**src/rtl/rf_arbiter_if.sv**
```systemverilog
// Single-beat register bus between the rf_arbiter (master) and a register-file slave.
interface reg_if #(
    parameter int ADDR_WIDTH = 4,
    parameter int DATA_WIDTH = 32
);
    logic [ADDR_WIDTH-1:0] waddr;
    logic [DATA_WIDTH-1:0] wdata;
    logic                  wvalid;
    logic                  wready;
    logic [ADDR_WIDTH-1:0] raddr;
    logic                  arvalid;
    logic                  aready;
    logic [DATA_WIDTH-1:0] rdata;
    logic                  rvalid;
    logic                  bvalid;

    modport master (
        output waddr, wdata, wvalid, raddr, arvalid,
        input  wready, aready, rdata, rvalid, bvalid
    );

    modport slave (
        input  waddr, wdata, wvalid, raddr, arvalid,
        output wready, aready, rdata, rvalid, bvalid
    );
endinterface

```
**src/rtl/rf_arbiter.sv**
```systemverilog
// Round-robin arbiter serialising single-beat register accesses from NUM_REQ requesters.
// Optional watchdog enabled by defining RF_ARB_TIMEOUT_EN.
module rf_arbiter #(
    parameter int NUM_REQ        = 4,
    parameter int ADDR_WIDTH     = 4,
    parameter int DATA_WIDTH     = 32,
    parameter int TIMEOUT_CYCLES = 16
) (
    input  logic                             clk,
    input  logic                             rst_n,
    input  logic [NUM_REQ-1:0]               req_valid,
    input  logic [NUM_REQ-1:0]               req_write,
    input  logic [NUM_REQ*ADDR_WIDTH-1:0]    req_addr,
    input  logic [NUM_REQ*DATA_WIDTH-1:0]    req_wdata,
    output logic [NUM_REQ-1:0]               req_ready,
    output logic [NUM_REQ-1:0]               rsp_valid,
    output logic [DATA_WIDTH-1:0]            rsp_rdata,
    output logic                             rsp_err,
    output logic [$clog2(NUM_REQ)-1:0]       grant_id,
    output logic                             busy,
    reg_if.master                            reg_o
);
    localparam int GW = $clog2(NUM_REQ);

    typedef enum logic [1:0] {IDLE, ISSUE, WAIT_B, RESP} state_t;

    state_t                state_q, state_d;
    logic [GW-1:0]         rr_ptr_q, rr_ptr_d;
    logic [GW-1:0]         grant_q, grant_d;
    logic                  write_q, write_d;
    logic [ADDR_WIDTH-1:0] addr_q, addr_d;
    logic [DATA_WIDTH-1:0] wdata_q, wdata_d;
    logic [DATA_WIDTH-1:0] rdata_q, rdata_d;
    logic [GW-1:0]         winner, cand;
    logic                  found, accept;
    int                    idx;

`ifdef RF_ARB_TIMEOUT_EN
    localparam int CW = $clog2(TIMEOUT_CYCLES + 1);
    logic [CW-1:0] cnt_q, cnt_d;
    logic          err_q, err_d;
    logic          timeout;
    assign timeout = (cnt_q == CW'(TIMEOUT_CYCLES - 1));
`endif

    // Scan from the highest offset down so the requester closest to rr_ptr wins.
    always_comb begin
        found  = 1'b0;
        winner = '0;
        idx    = 0;
        cand   = '0;
        for (int off = NUM_REQ - 1; off >= 0; off--) begin
            idx  = (int'(rr_ptr_q) + off) % NUM_REQ;
            cand = GW'(idx);
            if (req_valid[cand]) begin
                found  = 1'b1;
                winner = cand;
            end
        end
    end

    // Gated with rst_n so nothing is accepted while reset is held.
    assign accept = rst_n && (state_q == IDLE) && found;

    always_comb begin
        state_d  = state_q;
        rr_ptr_d = rr_ptr_q;
        grant_d  = grant_q;
        write_d  = write_q;
        addr_d   = addr_q;
        wdata_d  = wdata_q;
        rdata_d  = rdata_q;
`ifdef RF_ARB_TIMEOUT_EN
        err_d    = err_q;
`endif
        case (state_q)
            IDLE: begin
                if (accept) begin
                    grant_d = winner;
                    write_d = req_write[winner];
                    addr_d  = req_addr[winner*ADDR_WIDTH +: ADDR_WIDTH];
                    wdata_d = req_wdata[winner*DATA_WIDTH +: DATA_WIDTH];
                    rdata_d = '0;
`ifdef RF_ARB_TIMEOUT_EN
                    err_d   = 1'b0;
`endif
                    state_d = ISSUE;
                end
            end
            ISSUE: begin
                if (write_q && reg_o.wready) begin
                    state_d = WAIT_B;
                end else if (!write_q && reg_o.aready && reg_o.rvalid) begin
                    rdata_d = reg_o.rdata;
                    state_d = RESP;
                end
`ifdef RF_ARB_TIMEOUT_EN
                else if (timeout) begin
                    err_d   = 1'b1;
                    state_d = RESP;
                end
`endif
            end
            WAIT_B: begin
                if (reg_o.bvalid) begin
                    state_d = RESP;
                end
`ifdef RF_ARB_TIMEOUT_EN
                else if (timeout) begin
                    err_d   = 1'b1;
                    state_d = RESP;
                end
`endif
            end
            RESP: begin
                rr_ptr_d = (int'(grant_q) == NUM_REQ - 1) ? '0 : grant_q + GW'(1);
                state_d  = IDLE;
            end
            default: state_d = IDLE;
        endcase
    end

`ifdef RF_ARB_TIMEOUT_EN
    // The watchdog restarts on every state change and only counts while waiting on the slave.
    always_comb begin
        cnt_d = '0;
        if ((state_d == state_q) && ((state_q == ISSUE) || (state_q == WAIT_B))) begin
            cnt_d = cnt_q + CW'(1);
        end
    end

    always_ff @(posedge clk or negedge rst_n) begin
        if (!rst_n) begin
            cnt_q <= '0;
            err_q <= 1'b0;
        end else begin
            cnt_q <= cnt_d;
            err_q <= err_d;
        end
    end
`endif

    always_ff @(posedge clk or negedge rst_n) begin
        if (!rst_n) begin
            state_q  <= IDLE;
            rr_ptr_q <= '0;
            grant_q  <= '0;
            write_q  <= 1'b0;
            addr_q   <= '0;
            wdata_q  <= '0;
            rdata_q  <= '0;
        end else begin
            state_q  <= state_d;
            rr_ptr_q <= rr_ptr_d;
            grant_q  <= grant_d;
            write_q  <= write_d;
            addr_q   <= addr_d;
            wdata_q  <= wdata_d;
            rdata_q  <= rdata_d;
        end
    end

    assign req_ready = accept ? (NUM_REQ'(1) << winner) : '0;
    assign rsp_valid = (state_q == RESP) ? (NUM_REQ'(1) << grant_q) : '0;
    assign rsp_rdata = (state_q == RESP) ? rdata_q : '0;
`ifdef RF_ARB_TIMEOUT_EN
    assign rsp_err   = (state_q == RESP) && err_q;
`else
    assign rsp_err   = 1'b0;
`endif
    assign grant_id  = accept ? winner : grant_q;
    assign busy      = (state_q != IDLE);

    assign reg_o.wvalid  = (state_q == ISSUE) && write_q;
    assign reg_o.arvalid = (state_q == ISSUE) && !write_q;
    assign reg_o.waddr   = addr_q;
    assign reg_o.raddr   = addr_q;
    assign reg_o.wdata   = wdata_q;
endmodule

```
**src/flat_wrapper.sv**
```systemverilog
// flat-port wrapper written by rule: the top's interface ports become plain ports
module rf_arbiter_flat 
#(
    parameter int NUM_REQ        = 4,
    parameter int ADDR_WIDTH     = 4,
    parameter int DATA_WIDTH     = 32,
    parameter int TIMEOUT_CYCLES = 16
)
  (clk, rst_n, req_valid, req_write, req_addr, req_wdata, req_ready, rsp_valid, rsp_rdata, rsp_err, grant_id, busy, reg_o_waddr, reg_o_wdata, reg_o_wvalid, reg_o_raddr, reg_o_arvalid, reg_o_wready, reg_o_aready, reg_o_rdata, reg_o_rvalid, reg_o_bvalid);
  reg_if #(.ADDR_WIDTH(ADDR_WIDTH), .DATA_WIDTH(DATA_WIDTH)) reg_o_i ();
  input  logic clk;
  input  logic rst_n;
  input  logic [NUM_REQ-1:0] req_valid;
  input  logic [NUM_REQ-1:0] req_write;
  input  logic [NUM_REQ*ADDR_WIDTH-1:0] req_addr;
  input  logic [NUM_REQ*DATA_WIDTH-1:0] req_wdata;
  output logic [NUM_REQ-1:0] req_ready;
  output logic [NUM_REQ-1:0] rsp_valid;
  output logic [DATA_WIDTH-1:0] rsp_rdata;
  output logic rsp_err;
  output logic [$clog2(NUM_REQ)-1:0] grant_id;
  output logic busy;
  output wire logic [$bits(reg_o_i.waddr)-1:0] reg_o_waddr;
  output wire logic [$bits(reg_o_i.wdata)-1:0] reg_o_wdata;
  output wire logic [$bits(reg_o_i.wvalid)-1:0] reg_o_wvalid;
  output wire logic [$bits(reg_o_i.raddr)-1:0] reg_o_raddr;
  output wire logic [$bits(reg_o_i.arvalid)-1:0] reg_o_arvalid;
  input wire logic [$bits(reg_o_i.wready)-1:0] reg_o_wready;
  input wire logic [$bits(reg_o_i.aready)-1:0] reg_o_aready;
  input wire logic [$bits(reg_o_i.rdata)-1:0] reg_o_rdata;
  input wire logic [$bits(reg_o_i.rvalid)-1:0] reg_o_rvalid;
  input wire logic [$bits(reg_o_i.bvalid)-1:0] reg_o_bvalid;
  assign reg_o_waddr = reg_o_i.waddr;
  assign reg_o_wdata = reg_o_i.wdata;
  assign reg_o_wvalid = reg_o_i.wvalid;
  assign reg_o_raddr = reg_o_i.raddr;
  assign reg_o_arvalid = reg_o_i.arvalid;
  assign reg_o_i.wready = reg_o_wready;
  assign reg_o_i.aready = reg_o_aready;
  assign reg_o_i.rdata = reg_o_rdata;
  assign reg_o_i.rvalid = reg_o_rvalid;
  assign reg_o_i.bvalid = reg_o_bvalid;
  rf_arbiter #(.NUM_REQ(NUM_REQ), .ADDR_WIDTH(ADDR_WIDTH), .DATA_WIDTH(DATA_WIDTH), .TIMEOUT_CYCLES(TIMEOUT_CYCLES)) u_core (.clk(clk), .rst_n(rst_n), .req_valid(req_valid), .req_write(req_write), .req_addr(req_addr), .req_wdata(req_wdata), .req_ready(req_ready), .rsp_valid(rsp_valid), .rsp_rdata(rsp_rdata), .rsp_err(rsp_err), .grant_id(grant_id), .busy(busy), .reg_o(reg_o_i));
endmodule
```
**config.mk**
```make
export PLATFORM = sky130hd
export DESIGN_NAME = rf_arbiter_flat
export DESIGN_NICKNAME = d
export VERILOG_FILES = /design/src/rtl/rf_arbiter_if.sv /design/src/rtl/rf_arbiter.sv /design/src/flat_wrapper.sv
export SDC_FILE = /design/constraint.sdc
export NUM_CORES = 1
export LEC_CHECK = 0
export CAP_MARGIN = 15
export CORE_ASPECT_RATIO = 1.5
export CORE_MARGIN = 2
export CORE_UTILIZATION = 35
export DETAILED_ROUTE_END_ITERATION = 8
export PLACE_DENSITY = 0.76
export SLEW_MARGIN = 25
export SYNTH_ARGS = -nofsm -noshare
export SYNTH_HDL_FRONTEND = slang
export SYNTH_SLANG_ARGS = --single-unit
```
**constraint.sdc**
```tcl
create_clock -name clk -period 2.34 [get_ports clk]
set_input_delay 0.468 -clock clk [delete_from_list [all_inputs] [get_ports clk]]
set_output_delay 0.468 -clock clk [all_outputs]
set_load 0.005 [all_outputs]
```
-- Word-level counts from Yosys, hierarchy flattened
Cells that the tools add are included.
- add/sub/neg operators: 4
- multipliers: 0
- div/mod/pow operators: 0
- order comparisons: 5
- eq/ne operators: 9
- shifts and indexed selects: 4
- multiplexer cells: 32
- bitwise operators: 0
- reductions and logical operators: 14
- operator list (cell ; count):
    32-bit 2-to-1 mux ; 4
    128-bit by 8-bit indexed part select with 32-bit output ; 1
    32-bit case mux with 2 select lines ; 1
    2-bit 2-to-1 mux ; 10
    16-bit by 5-bit indexed part select with 4-bit output ; 1
    2-bit by 3-bit less-than comparator with 1-bit output, second input constant ; 5
    1-bit binary-select mux with 2-bit select ; 5
    1-bit 2-to-1 mux ; 9
    4-bit 2-to-1 mux ; 2
    2-bit case mux with 4 select lines ; 1
    1-bit by 2-bit << shifter with 4-bit output, first input constant ; 2
    1-bit logical AND ; 7
    2-bit by 1-bit adder with 2-bit output, second input constant ; 2
    2-bit adder, second input constant ; 2
    2-bit by 1-bit equality test with 1-bit output, second input constant ; 2
    2-bit equality test, second input constant ; 2
    2-bit by 1-bit != test with 1-bit output, second input constant ; 2
    2-bit != test, second input constant ; 2
    4-bit AND reduction ; 1
    2-bit nonzero test ; 2
    3-bit by 1-bit != test with 1-bit output, second input constant ; 1
    3-bit AND reduction ; 1
    2-bit logical NOT ; 1
    2-bit AND reduction ; 1
    1-bit logical NOT ; 1
- register bits: 75
- latch bits: 0
- RAM bits: 0
- bits in read-only memories: 0
- input bits: 190
- output and inout port bits: 86
- memories kept: 0

-- Longest topological paths before layout
Gate-level depths: netlist of run 1.
- depth in word-level cells: 10
- gate-level depth with buffers: 9
- mapped depth without buffers: 7

-- Least setup slack after synthesis of run 1
Ideal clock, no wire load.
- kind: input to output
- start: input req_valid[3]
- end: output req_ready[0]
- data arrival time: 1.828 ns
- data required time: 1.872 ns
- path slack: 0.044 ns
- cell stages on the path: 6
- cell sequence: or4_4 -> and3_1 -> clkbuf_1 -> buf_2 -> clkbuf_1 -> and3_1
- longest elaborated chain between the ends: 8
- ends and longest elaborated chain (item ; RTL line ; RTL):
    start, declared ; flat_wrapper.sv:13 ; input logic [NUM_REQ-1:0] req_valid;
    1-bit binary-select mux with 2-bit select ; rf_arbiter.sv:55 ; if (req_valid[cand]) begin
    1-bit 2-to-1 mux (implied by the code) ; rf_arbiter.sv:55 ;
    2-bit 2-to-1 mux / 1-bit 2-to-1 mux (equally long branches) (4 in a row) ; rf_arbiter.sv:55 ;
    1-bit by 2-bit << shifter with 4-bit output / 1-bit logical AND (equally long branches) ; rf_arbiter.sv:163, rf_arbiter.sv:63 ;
    4-bit 2-to-1 mux (*) ; rf_arbiter.sv:163 ; assign req_ready = accept ? (NUM_REQ'(1) << winner) : '0;
    end, declared ; flat_wrapper.sv:17 ; output logic [NUM_REQ-1:0] req_ready;
Mark *: on every way between the ends. The rest lies on a longest branch, timed or not. The select of a mux whose other input is x is not followed.

-- Worst setup path in the final report of run 1
- start: register u_core.state_q[1]
- end: output reg_o_arvalid
- longest elaborated chain between the ends: 2
- ends and longest elaborated chain (item ; RTL line ; RTL):
    start, declared ; rf_arbiter.sv:27 ; state_t state_q, state_d;
    start signal, assigned ; rf_arbiter.sv:153 ; state_q <= state_d;
    2-bit by 1-bit equality test with 1-bit output ; rf_arbiter.sv:175 ; assign reg_o.arvalid = (state_q == ISSUE) && !write_q;
    1-bit logical AND ; rf_arbiter.sv:175 ;
    end, declared ; flat_wrapper.sv:27 ; output wire logic [$bits(reg_o_i.arvalid)-1:0] reg_o_arvalid;
No other way between the ends.

==> out/results.tsv, run 1 <==
stage	metric	value	unit
setup_path	cp_max_fo	6	
placed_design	place_congestion	0.831	
synthesis	syn_area	4660	µm²
run_status	status	finished, final reports clean	
grt	grt_pass1_wl	26600	µm
synthesis	synth.area.mux_share	0.0840	
cells_and_area	antenna_cells	0	
setup_path	cp.arrival	1.81	ns
clock_tree	clock-sinks	75	
sta	setup-tns-final	0	ns
synthesis	synth_xor_area_frac	0	
placed_design	dp.cells	936	
sta	period_needed	2.27	ns
synthesis	synth_commonest_cells	75 x dfrtp_1, 73 x nand2_1, 40 x and3_1, 40 x nor2_1, 39 x and2_1	
setup_path	slowest_delay	0.51	ns
power	p_leak	0.00348	µW
die	die_w	98.2	µm
die	start_util	0.358	
routing	postRouteAntennaNets	0	
grt	antenna_found_initial	0	
synthesis	seq_area_frac_synth	0.403	
sta	slew_violations	0	
synthesis	synth_top_family_by_area	compound AO/OA/AOI/OAI gates	
sta	setup_viol	0	
sta	worstMarginPinSlew	0.831	ns
clock_tree	cts_tree	yes	
grt	grt_use_total	0.232	
clock_tree	cts_made_buffers	9	
power	powerDensity	994	nW/µm²
routing	wl	17100	µm
cells_and_area	final_layout_size_suffix_gt1_frac	0.155	
cells_and_area	fin_util	0.632	
routing	viasPerCell	5.25	
die	die_area	14300	µm²
sta	hold_violations	0	
synthesis	ys.flop_type	dfrtp_1	
cells_and_area	fill_cells	1101	
synthesis	synth_nets	705	
synthesis	syn_avg_cell_area	9.21	µm²
setup_path	cp-start-kind	register	
cells_and_area	multi_input_area	2610	µm²
setup_path	ff2ff_path_depth	7	
synthesis	netlist.area_leader.share	0.403	
clock_tree	cts_root_buf	clkbuf_16	
placed_design	hpwl	13300	µm
synthesis	async_reset_ff_frac	1.00	
synthesis	synth_compound_area_frac	0.219	
die	rows	51	
cells_and_area	final_nets	989	
routing	drt_iter0_markers	142	
setup_path	setup.worst_path.class	register to output port	
sta	period_share	0.972	
grt	grt_overflow	0	
routing	avgRoutedWirePerCell	17.9	µm
synthesis	synthCells	506	
sta	worst_slack	0.0662	ns
routing	drt_pass1_iterations	7	
setup_path	crit_path_end_kind	output port	
worst_hold_path	hp-class	input port to asynchronous set/reset pin	
power	vdd_ir_drop_max	478	µV
synthesis	synthAdderAreaFrac	0.0242	
clock_tree	h-tree-depth	3	
routing	vias	5011	
synthesis	yosys_warnings	0	
grt	grt_max_degree	65	
synthesis	synth_seq_cells	75	
synthesis	synth_edf_count	0	
synthesis	post_synth_num_cell_types	34	
sta	max_freq	440	MHz
synthesis	yosysMostFrequentCell	dfrtp_1	
placed_design	preCtsSetupSlack	-0.483	ns
cells_and_area	fin_cells	954	
setup_path	required	1.87	ns
sta	rsz0062_at_grt	true	
cells_and_area	regArea	1880	µm²
grt	grt_pass1_vias	5221	
setup_path	cp_slowest_cell	clkdlybuf4s50_1	
die	die_y	145	µm
job	cap_violations	0	
setup_path	cp_cell_sequence	inv_2, ha_2, nor2b_4, clkdlybuf4s50_1	
cells_and_area	syn2layout_area_growth	76.6	%
power	finalPower	8180	µW
synthesis	synthTopCellsByArea	dfrtp_1 40%, mux2i_1 8.2%, a211oi_2 8.1%	
synthesis	synth-simple-area-share	0.210	
die	coreArea	13000	µm²
clock_tree	clk_latency	0.33	ns
sta	slew_headroom	0.446	
synthesis	yosysTopAreaCell	dfrtp_1	
die	num_io_pins	276	
placed_design	portBuffers	274	
clock_tree	clk_path_buf_depth	2	
routing	drc	0	
sta	clock_skew	0.00609	ns
clock_tree	clkTransAtPathRegs	0.06	ns
-- state kept, by name, summed over array words and instances (netlist names) --
register            cells
u_core.reg_o.raddr      4
u_core.grant_q          2
u_core.rr_ptr_q         2
u_core.rdata_q         32
u_core.reg_o.wdata     32
u_core.state_q          2
u_core.write_q          1
-- cells by family after synthesis --
kind of cell | Yosys count
and+or+nand+nor | 201
AOI/OAI and AO/OA | 123
DFF | 75
buffers and inverters | 58
muxes | 39
adders and majority gates | 9
other | 1
-- stage by stage --
stage | hold WS, ns | instance area (µm²)
after floorplan | 0.172 | 4660
after global placement | 0.457 | 7800
after detailed placement | 0.463 | 7800
after CTS | 0.138 | 8200
after global routing | 0.142 | 8230
final | 0.130 | 8230
-- layer usage --
metal	global-route usage	up-vias	share of wire	wire, µm
met2	0.437	224	0.54	9240
met4	0.0808	0	0.033	563
met3	0.0524	40	0.064	1100
met1	0.251	2378	0.36	6200
li1	-	2369	-	-
met5	0	-	0	0
-- area by class of cell --
class | count | share of cell area
clock buffer | 10 | 0.0278
clock inverter | 6 | 0.0138
inverter | 6 | 0.00274
multi-input combinational | 373 | 0.317
sequential | 75 | 0.228
tap | 159 | 0.0242
timing repair buffer | 325 | 0.386
-- where the power goes --
group | leakage [µW] | internal (µW) | switching (µW) | total [µW]
Combinational | 0.00241 | 2330 | 2110 | 4440
Sequential | 0.000908 | 1820 | 347 | 2170
Clock | 0.000159 | 1040 | 531 | 1570
Total | 0.00348 | 5190 | 2990 | 8180
-- worst paths after layout --
path	startpoint	endpoint	slack, ns
setup / recovery	u_core.state_q[1]$_DFFE_PN0P_	reg_o_arvalid	0.07
hold / removal	rst_n	u_core.reg_o.wdata[11]$_DFFE_PN0P_	0.13
setup reg to reg	u_core.rr_ptr_q[1]$_DFFE_PN0P_	u_core.reg_o.wdata[29]$_DFFE_PN0P_	0.08
hold reg to reg	u_core.rdata_q[1]$_DFFE_PN0P_	u_core.rdata_q[1]$_DFFE_PN0P_	0.47
max in group asynchronous	rst_n	u_core.state_q[1]$_DFFE_PN0P_	1.34
min in group clk	u_core.rdata_q[1]$_DFFE_PN0P_	u_core.rdata_q[1]$_DFFE_PN0P_	0.47
-- worst max-delay path, delay by kind of cell (launching register included) --
kind | cells | cell delay (ns)
adder cells (fa/ha/maj) | 1 | 0.23
flip-flops | 1 | 0.44
buffers and inverters | 2 | 0.62
AND/OR/NAND/NOR | 1 | 0.19
-- cells in the final DEF, fill, tap and decap left out, drive strengths merged --
master / synthesis / routed
bufinv: 0 / 3
nor3: 2 / 2
o22a: 1 / 1
o21ai: 39 / 39
a2111oi: 37 / 37
or4: 1 / 1
nand2: 74 / 74
dfrtp: 75 / 75
nor2: 40 / 40
conb: 1 / 1
nand3: 1 / 1
a21oi: 3 / 3
mux2: 1 / 1
ha: 9 / 9
clkdlybuf4s50: 0 / 259
buf: 18 / 53
clkbuf: 34 / 14
a211oi: 37 / 37
a21o: 2 / 2
inv: 6 / 6
nand2b: 1 / 1
mux2i: 38 / 38
nor3b: 1 / 1
and2: 39 / 39
clkinvlp: 0 / 2
clkinv: 0 / 1
o21a: 1 / 1
o211a: 1 / 1
clkdlybuf4s15: 0 / 3
a41oi: 1 / 1
dlygate4sd2: 0 / 6
nor2b: 1 / 1
nand4b: 1 / 1
o22ai: 1 / 1
and3: 40 / 40
-- timing repair --
item / 4_1_cts / 5_1_grt
endpoints found under the setup margin: 79 / 59
resized for setup: 41 / 11
pin swaps: 4 / 1
gates cloned: 0 / 1
buffers inserted: 2 / 0
hold buffers: 0 / 0
No activity file was read; power rests on OpenSTA's default activity.
==> run 2: changes to the inputs <==
Settings changed: CORE_ASPECT_RATIO 1.5 to 0.7, CTS_CLUSTER_DIAMETER from default to 50.
==> out/results.tsv, run 2 (same netlist as run 1, synthesis figures left out) <==
stage	metric	value	unit
run_status	status	finished, final reports clean	
clock_tree	clk_latency	0.33	ns
setup_path	cp-start-kind	register	
cells_and_area	antenna_cells	0	
die	die_y	101	µm
routing	wl_met2	8490	µm
grt	grt_pass1_wl	26300	µm
power	powerDensity	977	nW/µm²
cells_and_area	final_nets	999	
clock_tree	clk_path_buf_depth	2	
power	vdd_ir_drop_max	483	µV
clock_tree	clkTransAtPathRegs	0.06	ns
setup_path	slowest_delay	0.47	ns
routing	wl_met3	1080	µm
routing	drc	0	
die	coreArea	13100	µm²
grt	antenna_found_initial	0	
routing	avgRoutedWirePerCell	17.2	µm
clock_tree	h-tree-depth	3	
routing	highest_layer	met4	
routing	drt_iter0_markers	276	
sta	clock_skew	0.00936	ns
power	p_leak	0.00357	µW
die	num_io_pins	276	
sta	slew_headroom	0.575	
setup_path	critPathBufInv	3	
grt	grt_use_total	0.234	
clock_tree	cts_made_buffers	9	
die	rows	35	
routing	viasPerCell	5.15	
sta	worstMarginPinSlew	0.621	ns
sta	period_share	0.983	
sta	max_freq	435	MHz
grt	grt_max_degree	49	
sta	period_needed	2.30	ns
placed_design	hpwl	12700	µm
job	cap_violations	0	
setup_path	cp.arrival	1.83	ns
routing	wl	16700	µm
routing	vias	5005	
clock_tree	hold_buffers	0	
routing	drt_pass1_iterations	7	
die	start_util	0.356	
sta	slew_violations	0	
die	die_w	142	µm
setup_path	crit_path_end_kind	output port	
sta	setup_viol	0	
setup_path	crit_family	buffers and inverters	
setup_path	required	1.87	ns
cells_and_area	final_layout_size_suffix_gt1_frac	0.164	
sta	worst_slack	0.0404	ns
cells_and_area	mostFrequentLayoutCell	clkdlybuf4s50_1	
placed_design	preCtsSetupSlack	-0.551	ns
sta	hold_violations	0	
clock_tree	cts_tree	yes	
grt	grt_pass1_vias	5220	
clock_tree	clock-sinks	75	
placed_design	portBuffers	274	
placed_design	place_congestion	0.777	
die	die_area	14300	µm²
setup_path	cp_slowest_cell	clkdlybuf4s50_1	
power	finalPower	8080	µW
cells_and_area	layout_common_cells	255 x clkdlybuf4s50_1, 73 x nand2_1, 73 x dfrtp_1	
setup_path	cp_cell_sequence	buf_4, ha_4, buf_12, and2_1, clkdlybuf4s50_1	
routing	postRouteAntennaNets	0	
cells_and_area	fin_util	0.631	
setup_path	setup.worst_path.class	register to output port	
setup_path	cp_max_fo	31	
routing	wl_met1	6910	µm
grt	grt_overflow	0	
worst_hold_path	hp-class	input port to asynchronous set/reset pin	
cells_and_area	syn2layout_area_growth	77.4	%
clock_tree	cts_root_buf	clkbuf_16	
-- run 2: cell types whose count changed in the layout (fill, tap and decap cells not counted), moves of 2 or more --
cell / previous run / this run
buf_4: 44 / 58
and3_4: 1 / 3
clkdlybuf4s50_1: 259 / 255
and3_1: 39 / 37
dlygate4sd2_1: 6 / 8
buf_6: 2 / 0
clkdlybuf4s15_2: 2 / 0
dlymetal6s2s_1: 0 / 4
-- run 2: routing by layer --
| layer | global-route usage | vias to the layer above |
|---|---|---|
| met3 | 0.0603 | 25 |
| met4 | 0.0638 | 0 |
| met1 | 0.282 | 2391 |
| met5 | 0 | - |
| li1 | - | 2396 |
| met2 | 0.417 | 193 |
-- run 2: per-stage QoR --
step / hold slack, ns / setup TNS [ns] / area, µm² / cells
4_1_cts: 0.217 / 0 / 8260 / 971
5_1_grt: 0.235 / -0.0109 / 8270 / 971
3_3_place_gp: 0.460 / -15.83 / 7880 / 952
2_1_floorplan: 0.172 / 0 / 4660 / 506
6_report: 0.210 / 0 / 8270 / 971
3_5_place_dp: 0.464 / -18.36 / 7880 / 952
-- run 2: area by class of cell --
type	count	area [µm²]
Inverter	6	22.5
Clock inverter	6	90.1
Sequential cell	75	1880
Fill cell	1092	4830
Clock buffer	10	229
Tap cell	166	208
Multi-Input combinational cell	373	2620
Timing Repair Buffer	335	3220
-- run 2: power by group --
part / switching [µW] / leakage [µW] / internal (µW) / total [µW]
logic: 2100 / 0.00251 / 2330 / 4430
clock network: 553 / 0.000153 / 936 / 1490
registers: 341 / 0.000908 / 1820 / 2160
total: 2990 / 0.00357 / 5090 / 8080
-- run 2: repair_timing --
item / in CTS / in global routing
pin swaps: 7 / 2
setup endpoints to repair: 71 / 11
setup buffers: 3 / 0
gates cloned: 0 / 0
resized for setup: 38 / 12
-- run 2: worst paths after layout --
check                                                    start                            endpoint  slack (ns)  cells after the start
worst max-delay path             u_core.state_q[0]$_DFFE_PN0P_                        rsp_valid[3]        0.04                      5
max in group asynchronous                                rst_n  u_core.reg_o.wdata[24]$_DFFE_PN0P_        1.65                      2
worst min-delay path                                     rst_n      u_core.rr_ptr_q[1]$_DFFE_PN0P_        0.21                      2
worst min register to register  u_core.rdata_q[16]$_DFFE_PN0P_      u_core.rdata_q[16]$_DFFE_PN0P_        0.48                      2
min in group clk                u_core.rdata_q[16]$_DFFE_PN0P_      u_core.rdata_q[16]$_DFFE_PN0P_        0.48                      2
worst max register to register  u_core.rr_ptr_q[0]$_DFFE_PN0P_  u_core.reg_o.wdata[20]$_DFFE_PN0P_        0.09                      8
